<file path="config.mk">
export PLATFORM = sky130hd
export DESIGN_NAME = mux_nto1_reg
export DESIGN_NICKNAME = d
export VERILOG_FILES = /design/src/rtl/mux_nto1_reg.sv
export SDC_FILE = /design/constraint.sdc
export NUM_CORES = 1
export LEC_CHECK = 0
export BUFFER_PORTS_ARGS = -buffer_cell sky130_fd_sc_hd__buf_2
export CORE_AREA = 2 2 252 254
export CTS_CLUSTER_SIZE = 20
export DETAILED_ROUTE_END_ITERATION = 10
export DIE_AREA = 0 0 254 256
export PLACE_DENSITY = 0.37
export SYNTH_ARGS = -nofsm -noshare
export SYNTH_HDL_FRONTEND = slang
export SYNTH_SLANG_ARGS = --single-unit
</file>
<file path="constraint.sdc">
create_clock -name clk -period 2 [get_ports clk]
set_clock_uncertainty 0.15 [all_clocks]
set_input_delay 0.1 -clock clk [delete_from_list [all_inputs] [get_ports clk]]
set_output_delay 0.1 -clock clk [all_outputs]
set_load 0.01 [all_outputs]
</file>
<file path="src/rtl/mux_nto1_reg.sv">
`default_nettype none
// +----------------------------------------------------------------------------+
// | mux_nto1_reg : N-to-1 valid/ready mux with a one-entry registered output.  |
// | Channel choice: explicit sel, or round-robin when MUX_RR_ARB_EN is defined. |
// | Revision: 1.0                                                              |
// +----------------------------------------------------------------------------+
module mux_nto1_reg #(
  parameter int WIDTH  = 128,
  parameter int NUM_IN = 4,
  parameter int SEL_W  = 2
) (
  input  logic                    clk,
  input  logic                    rst_n,
  input  logic [NUM_IN*WIDTH-1:0] in_data,
  input  logic [NUM_IN-1:0]       in_valid,
  output logic [NUM_IN-1:0]       in_ready,
  input  logic [SEL_W-1:0]        sel,
  output logic [WIDTH-1:0]        out_data,
  output logic [SEL_W-1:0]        out_src,
  output logic                    out_valid,
  input  logic                    out_ready
);

  localparam logic [SEL_W:0] C_NUM_IN = (SEL_W+1)'(NUM_IN);

  logic [SEL_W-1:0] w_chosen;
  logic             w_chosen_ok;
  logic             w_can_load;
  logic             w_xfer;
  logic [WIDTH-1:0] w_chosen_data;

  logic             out_valid_q, out_valid_d;
  logic [WIDTH-1:0] out_data_q,  out_data_d;
  logic [SEL_W-1:0] out_src_q,   out_src_d;

  assign w_can_load = !out_valid_q || out_ready;

`ifdef MUX_RR_ARB_EN
  logic [SEL_W-1:0] ptr_q, ptr_d;
  logic [SEL_W:0]   w_rr_idx;
  logic             w_rr_found;
  logic             unused_sel;

  assign unused_sel  = ^sel;
  assign w_chosen_ok = 1'b1;

  // First valid channel scanning upward from ptr; ptr itself when none is valid.
  always_comb begin
    w_chosen   = ptr_q;
    w_rr_found = 1'b0;
    w_rr_idx   = '0;
    for (int k = 0; k < NUM_IN; k++) begin
      w_rr_idx = {1'b0, ptr_q} + (SEL_W+1)'(k);
      if (w_rr_idx >= C_NUM_IN) w_rr_idx = w_rr_idx - C_NUM_IN;
      if (!w_rr_found && in_valid[w_rr_idx[SEL_W-1:0]]) begin
        w_rr_found = 1'b1;
        w_chosen   = w_rr_idx[SEL_W-1:0];
      end
    end
  end

  always_comb begin
    ptr_d = ptr_q;
    if (w_xfer) ptr_d = (w_chosen == SEL_W'(NUM_IN-1)) ? '0 : w_chosen + 1'b1;
  end

  always_ff @(posedge clk or negedge rst_n) begin
    if (!rst_n) ptr_q <= '0;
    else        ptr_q <= ptr_d;
  end
`else
  assign w_chosen    = sel;
  assign w_chosen_ok = ({1'b0, sel} < C_NUM_IN);
`endif

  always_comb begin
    w_chosen_data = '0;
    for (int i = 0; i < NUM_IN; i++) begin
      if (w_chosen == SEL_W'(i)) w_chosen_data = in_data[i*WIDTH +: WIDTH];
    end
  end

  // in_ready never looks at in_valid of its own channel in explicit mode.
  always_comb begin
    in_ready = '0;
    for (int i = 0; i < NUM_IN; i++) begin
      in_ready[i] = rst_n && w_chosen_ok && w_can_load && (w_chosen == SEL_W'(i));
    end
  end

  assign w_xfer = |(in_valid & in_ready);

  always_comb begin
    out_valid_d = out_valid_q;
    out_data_d  = out_data_q;
    out_src_d   = out_src_q;
    if (w_xfer) begin
      out_valid_d = 1'b1;
      out_data_d  = w_chosen_data;
      out_src_d   = w_chosen;
    end else if (out_ready) begin
      out_valid_d = 1'b0;
    end
  end

  always_ff @(posedge clk or negedge rst_n) begin
    if (!rst_n) begin
      out_valid_q <= 1'b0;
      out_data_q  <= '0;
      out_src_q   <= '0;
    end else begin
      out_valid_q <= out_valid_d;
      out_data_q  <= out_data_d;
      out_src_q   <= out_src_d;
    end
  end

  assign out_valid = out_valid_q;
  assign out_data  = out_data_q;
  assign out_src   = out_src_q;

endmodule
`default_nettype wire

</file>
* Word level (Yosys, flattened, before mapping)
Cells that the tools add are included.
** Cells by class
- Add/sub/neg operators :: 0
- Multiply operators :: 0
- Div/mod/pow operators :: 0
- Order comparisons :: 0
- Equality and inequality tests :: 3
- Shifts and indexed selects :: 0
- Muxes and demuxes :: 6
- Bitwise logic cells :: 1
- Reductions and logical operators :: 10
** Operator list (number)
- 128-bit two-way mux :: 4
- 1-bit logical AND :: 5
- 4-bit bitwise AND :: 1
- 2-bit == test, second input constant :: 2
- 4-bit OR reduction :: 1
- 2-bit by 1-bit == test with 1-bit output, second input constant :: 1
- 2-bit zero test :: 1
- 1-bit two-way mux :: 2
- 2-bit nonzero test :: 1
- 1-bit zero test :: 1
- 1-bit logical OR :: 1
** Storage, ports and cells
- Register bits :: 131
- Bits in latches :: 0
- Memory bits (writable) :: 0
- ROM bits :: 0
- Input port bits :: 521
- Output and inout port bits :: 135
- Logic and storage cells :: 23
- Memories kept :: 0

* Logic depth before layout (Yosys ltp)
- Depth in word-level cells :: 7
- Mapped depth :: 6
- Gate-level depth less buffers :: 3

* Worst setup path before layout
OpenSTA, ideal clock, no wires.
- Path kind :: input to register
- Start point :: input sel[0]
- End point :: register out_data_q[44] (netlist: out_data[44])
- Library setup time :: 0.127 ns
- Data arrival time :: 1.513 ns
- Required time :: 1.723 ns
- Slack :: 0.210 ns
- Stages on the path :: 5
- Buffers on the path :: 3
- Cell sequence :: buf_2 > buf_4 > buf_2 > mux4_2 > mux2_1
** On the way
- Cells in the longest elaborated chain, start to end :: 5
- Elaborated cells between the ends (all ways) :: 14
- Those cells by class :: 3 x eq/ne; 4 x mux; 1 x bitwise; 6 x reduce/logical
** Ends and longest elaborated chain
- start, declared :: line 17 : input logic [SEL_W-1:0] sel,
- 2-bit zero test :: line 79, 87
- 128-bit two-way mux (4 in series) :: line 79 : if (w_chosen == SEL_W'(i)) w_chosen_data = in_data[i*WIDTH +: WIDTH];
- end signal, assigned :: line 113 : out_data_q <= out_data_d;
- end, declared :: line 33 : logic [WIDTH-1:0] out_data_q, out_data_d;
Parallel ways exist; a longest one is shown, timed or not.
A chain may end at the register's enable or synchronous reset.

* Final worst setup path
- Start point :: input in_valid[2]
- End point :: register out_data_q[69] (netlist: out_data[69])
** On the way
- Cells in the longest elaborated chain, start to end :: 2
** Ends and longest elaborated chain
- start, declared :: line 15 : input logic [NUM_IN-1:0] in_valid,
- 4-bit bitwise AND :: line 91 : assign w_xfer = |(in_valid & in_ready);
- 4-bit OR reduction :: line 91
Every way passes these cells.

==> results.yml <==
clock_network:
  insertion_delay_ns: 0.45
  cts_buffer_depth: 2
  cts_tree: "yes"
  cts-root-buf: "clkbuf_16"
  htree_levels: 4
  cts_sinks: 131
  clk_pin_slew_ns: 0.06
  cts_buffers: 17
synth:
  ys_seq_area_frac: 0.409
  synth_most_common_cell: "dfrtp_1"
  synth_top_area_cell: "dfrtp_1"
  synthFlopType: "dfrtp_1"
  synth_top_area_frac: 0.409
  syn_nets: 969
  synthTopCellsByCount: "dfrtp_1, mux4_2, mux2_2"
  synth_cell_types: 18
  async_flop_share: 1.00
  syn_area_mm2: 0.00801
  synth_seq_cells: 131
  yosys-top-cells-area: "dfrtp_1, mux4_2, mux2_2"
  ys_warn_count: 0
  synth_area_per_cell_um2: 17.9
  syn_inst: 448
  synth_edf_count: 0
floorplan:
  fp.dieW_um: 254
  coreArea_mm2: 0.0624
  placement_rows: 92
  die_h_um: 256
  dieArea_mm2: 0.0650
  io-pin-count: 656
  start_util: 0.128
job:
  cap_violations: 0
setup_path:
  reg2reg_from: "out_valid$_DFFE_PN0P_"
  end_kind: "register"
  r2r_cells: 6
  r2r_end: "out_data[69]$_DFFE_PN0P_"
  worstSetupPathType: "in -> reg"
  path_max_fanout: 23
  startpoint_type: "input port"
  arrival_ns: 2.17
  reg2reg_setup_slack_ns: 0.24
  required_ns: 2.19
layout:
  area_delta_synth_final_pct: 97.9
  finalNonFillerCells: 2242
  insertedDiodeCount: 0
  drive_above_1_share: 0.668
  final_nets: 1907
  fin_util: 0.254
global_route:
  grt_first_pass_wirelength_um: 52900
  met3_usage: 0.0270
  grt_max_degree: 69
  use_met1: 0.123
  grt.busiest_layer: "met2"
  use_met2: 0.199
  grt_pass1_vias: 9118
  grt_use_total: 0.110
  grt.overflow.total: 0
  grt_antenna_before_repair: 1
timing:
  min_period_over_period: 0.989
  slew_headroom: 0.587
  final_max_slew_viol_count: 0
  max_slew.worst_pin.slew_ns: 0.617
  finalCriticalPeriod_ns: 1.98
  worst_slack_ns: 0.0221
  setup-tns-final_ns: 0
  hold_viol_final: 0
  setup_violations: 0
  rsz0062_at_grt: "no"
  max_freq_ghz: 0.506
pwr:
  power.leakage_nw: 7.22
  power_density_mw_per_mm2: 706
  ir_drop_uv: 632
  power_mw: 11.2
placement:
  placed_cells: 1942
  dp_slack_ns: -0.0558
  port-buffer-count: 655
  dp_hpwl_um: 29300
  place.gp.congestion: 0.847
route:
  drt_iter0_markers: 292
  drc: 0
  num_vias: 8223
  dr.pass1.iters: 6
  vias_per_cell: 3.67
  wirelength_um: 36100
  ant_nets: 0
  wire_per_inst_um: 16.1
worst_hold_path:
  hp-class: "in -> async"
outcome:
  outcome: "finished clean"
-- cell type report --
class | count | area, µm²
clock buffer | 24 | 492
clock inverter | 5 | 100
fill | 6677 | 46500
inverter | 1 | 3.75
multi-input combinational | 272 | 4460
sequential | 131 | 3280
tap | 846 | 1060
timing repair buffer | 963 | 6450
-- power breakdown --
part	total [mW]	switching, mW	internal, mW
registers	3.79	0.372	3.42
logic	4.16	1.73	2.43
clock network	3.24	1.18	2.06
total	11.2	3.28	7.91
-- layer usage --
layer / part of all wire / routed length [µm] / vias up
met2: 0.53 / 19000 / 342
met4: 0.021 / 756 / 2
met5: 0.00044 / 16 / -
met3: 0.061 / 2190 / 37
li1: - / - / 3731
met1: 0.39 / 14200 / 4111
-- logic make-up after synthesis --
| group | count (synthesis) | synth area share |
|---|---|---|
| AOI/OAI and AO/OA | 2 | 0.00219 |
| DFF | 131 | 0.409 |
| buffers and inverters | 45 | 0.0351 |
| and+or+nand+nor | 10 | 0.00641 |
| muxes | 260 | 0.547 |
-- cells in the final DEF, fill, tap and decap left out --
cell           instances
buf_16                 2
nand2_1                2
buf_8                  1
mux4_2               129
clkbuf_16             18
bufinv_16              3
a31o_2                 1
clkbuf_1               3
buf_2                652
buf_6                  3
mux2_1                57
buf_12                 9
dlygate4sd3_1        263
mux2_2                74
nor3_1                 2
nand3_4                1
buf_4                 31
nand2b_4               1
a22o_1                 1
dfrtp_1              131
nor2_1                 2
nand3_1                2
inv_1                  1
clkbuf_8               5
clkinv_2               2
-- worst max path at each step --
stage	to	from
5_1_grt	out_data[65]$_DFFE_PN0P_	in_valid[1]
2_1_floorplan	out_data[44]$_DFFE_PN0P_	sel[0]
6_report	out_data[69]$_DFFE_PN0P_	in_valid[2]
3_3_place_gp	out_data[73]$_DFFE_PN0P_	sel[0]
4_1_cts	out_data[61]$_DFFE_PN0P_	sel[0]
3_5_place_dp	out_data[69]$_DFFE_PN0P_	sel[0]
-- critical path, stage by stage --
cell and delay [ns]:
dlygate4sd3_1 0.53, buf_2 0.13, mux4_2 0.52, nand3_4 0.14, buf_12 0.17, buf_12 0.19, mux2_2 0.36
-- repair_timing --
item | in CTS | in global routing
hold buffers | 262 | 1
resized for setup | 3 | 4
hold endpoints to repair | 191 | 1
endpoints found under the setup margin | 4 | 20
gates cloned | 0 | 1
buffers inserted | 0 | 7
-- sequential cells by signal (all words and copies together), names as in the netlist --
name / flops
out_valid: 1
out_data: 128
out_src: 2
-- through the flow --
stage          hold WS [ns]  area, µm²
2_1_floorplan        -0.346       8010
3_5_place_dp         -0.180      12500
5_1_grt               0.158      15800
3_3_place_gp         -0.179      12500
6_report              0.183      15800
4_1_cts              0.0193      15700
No activity file was read; power rests on OpenSTA's default activity.
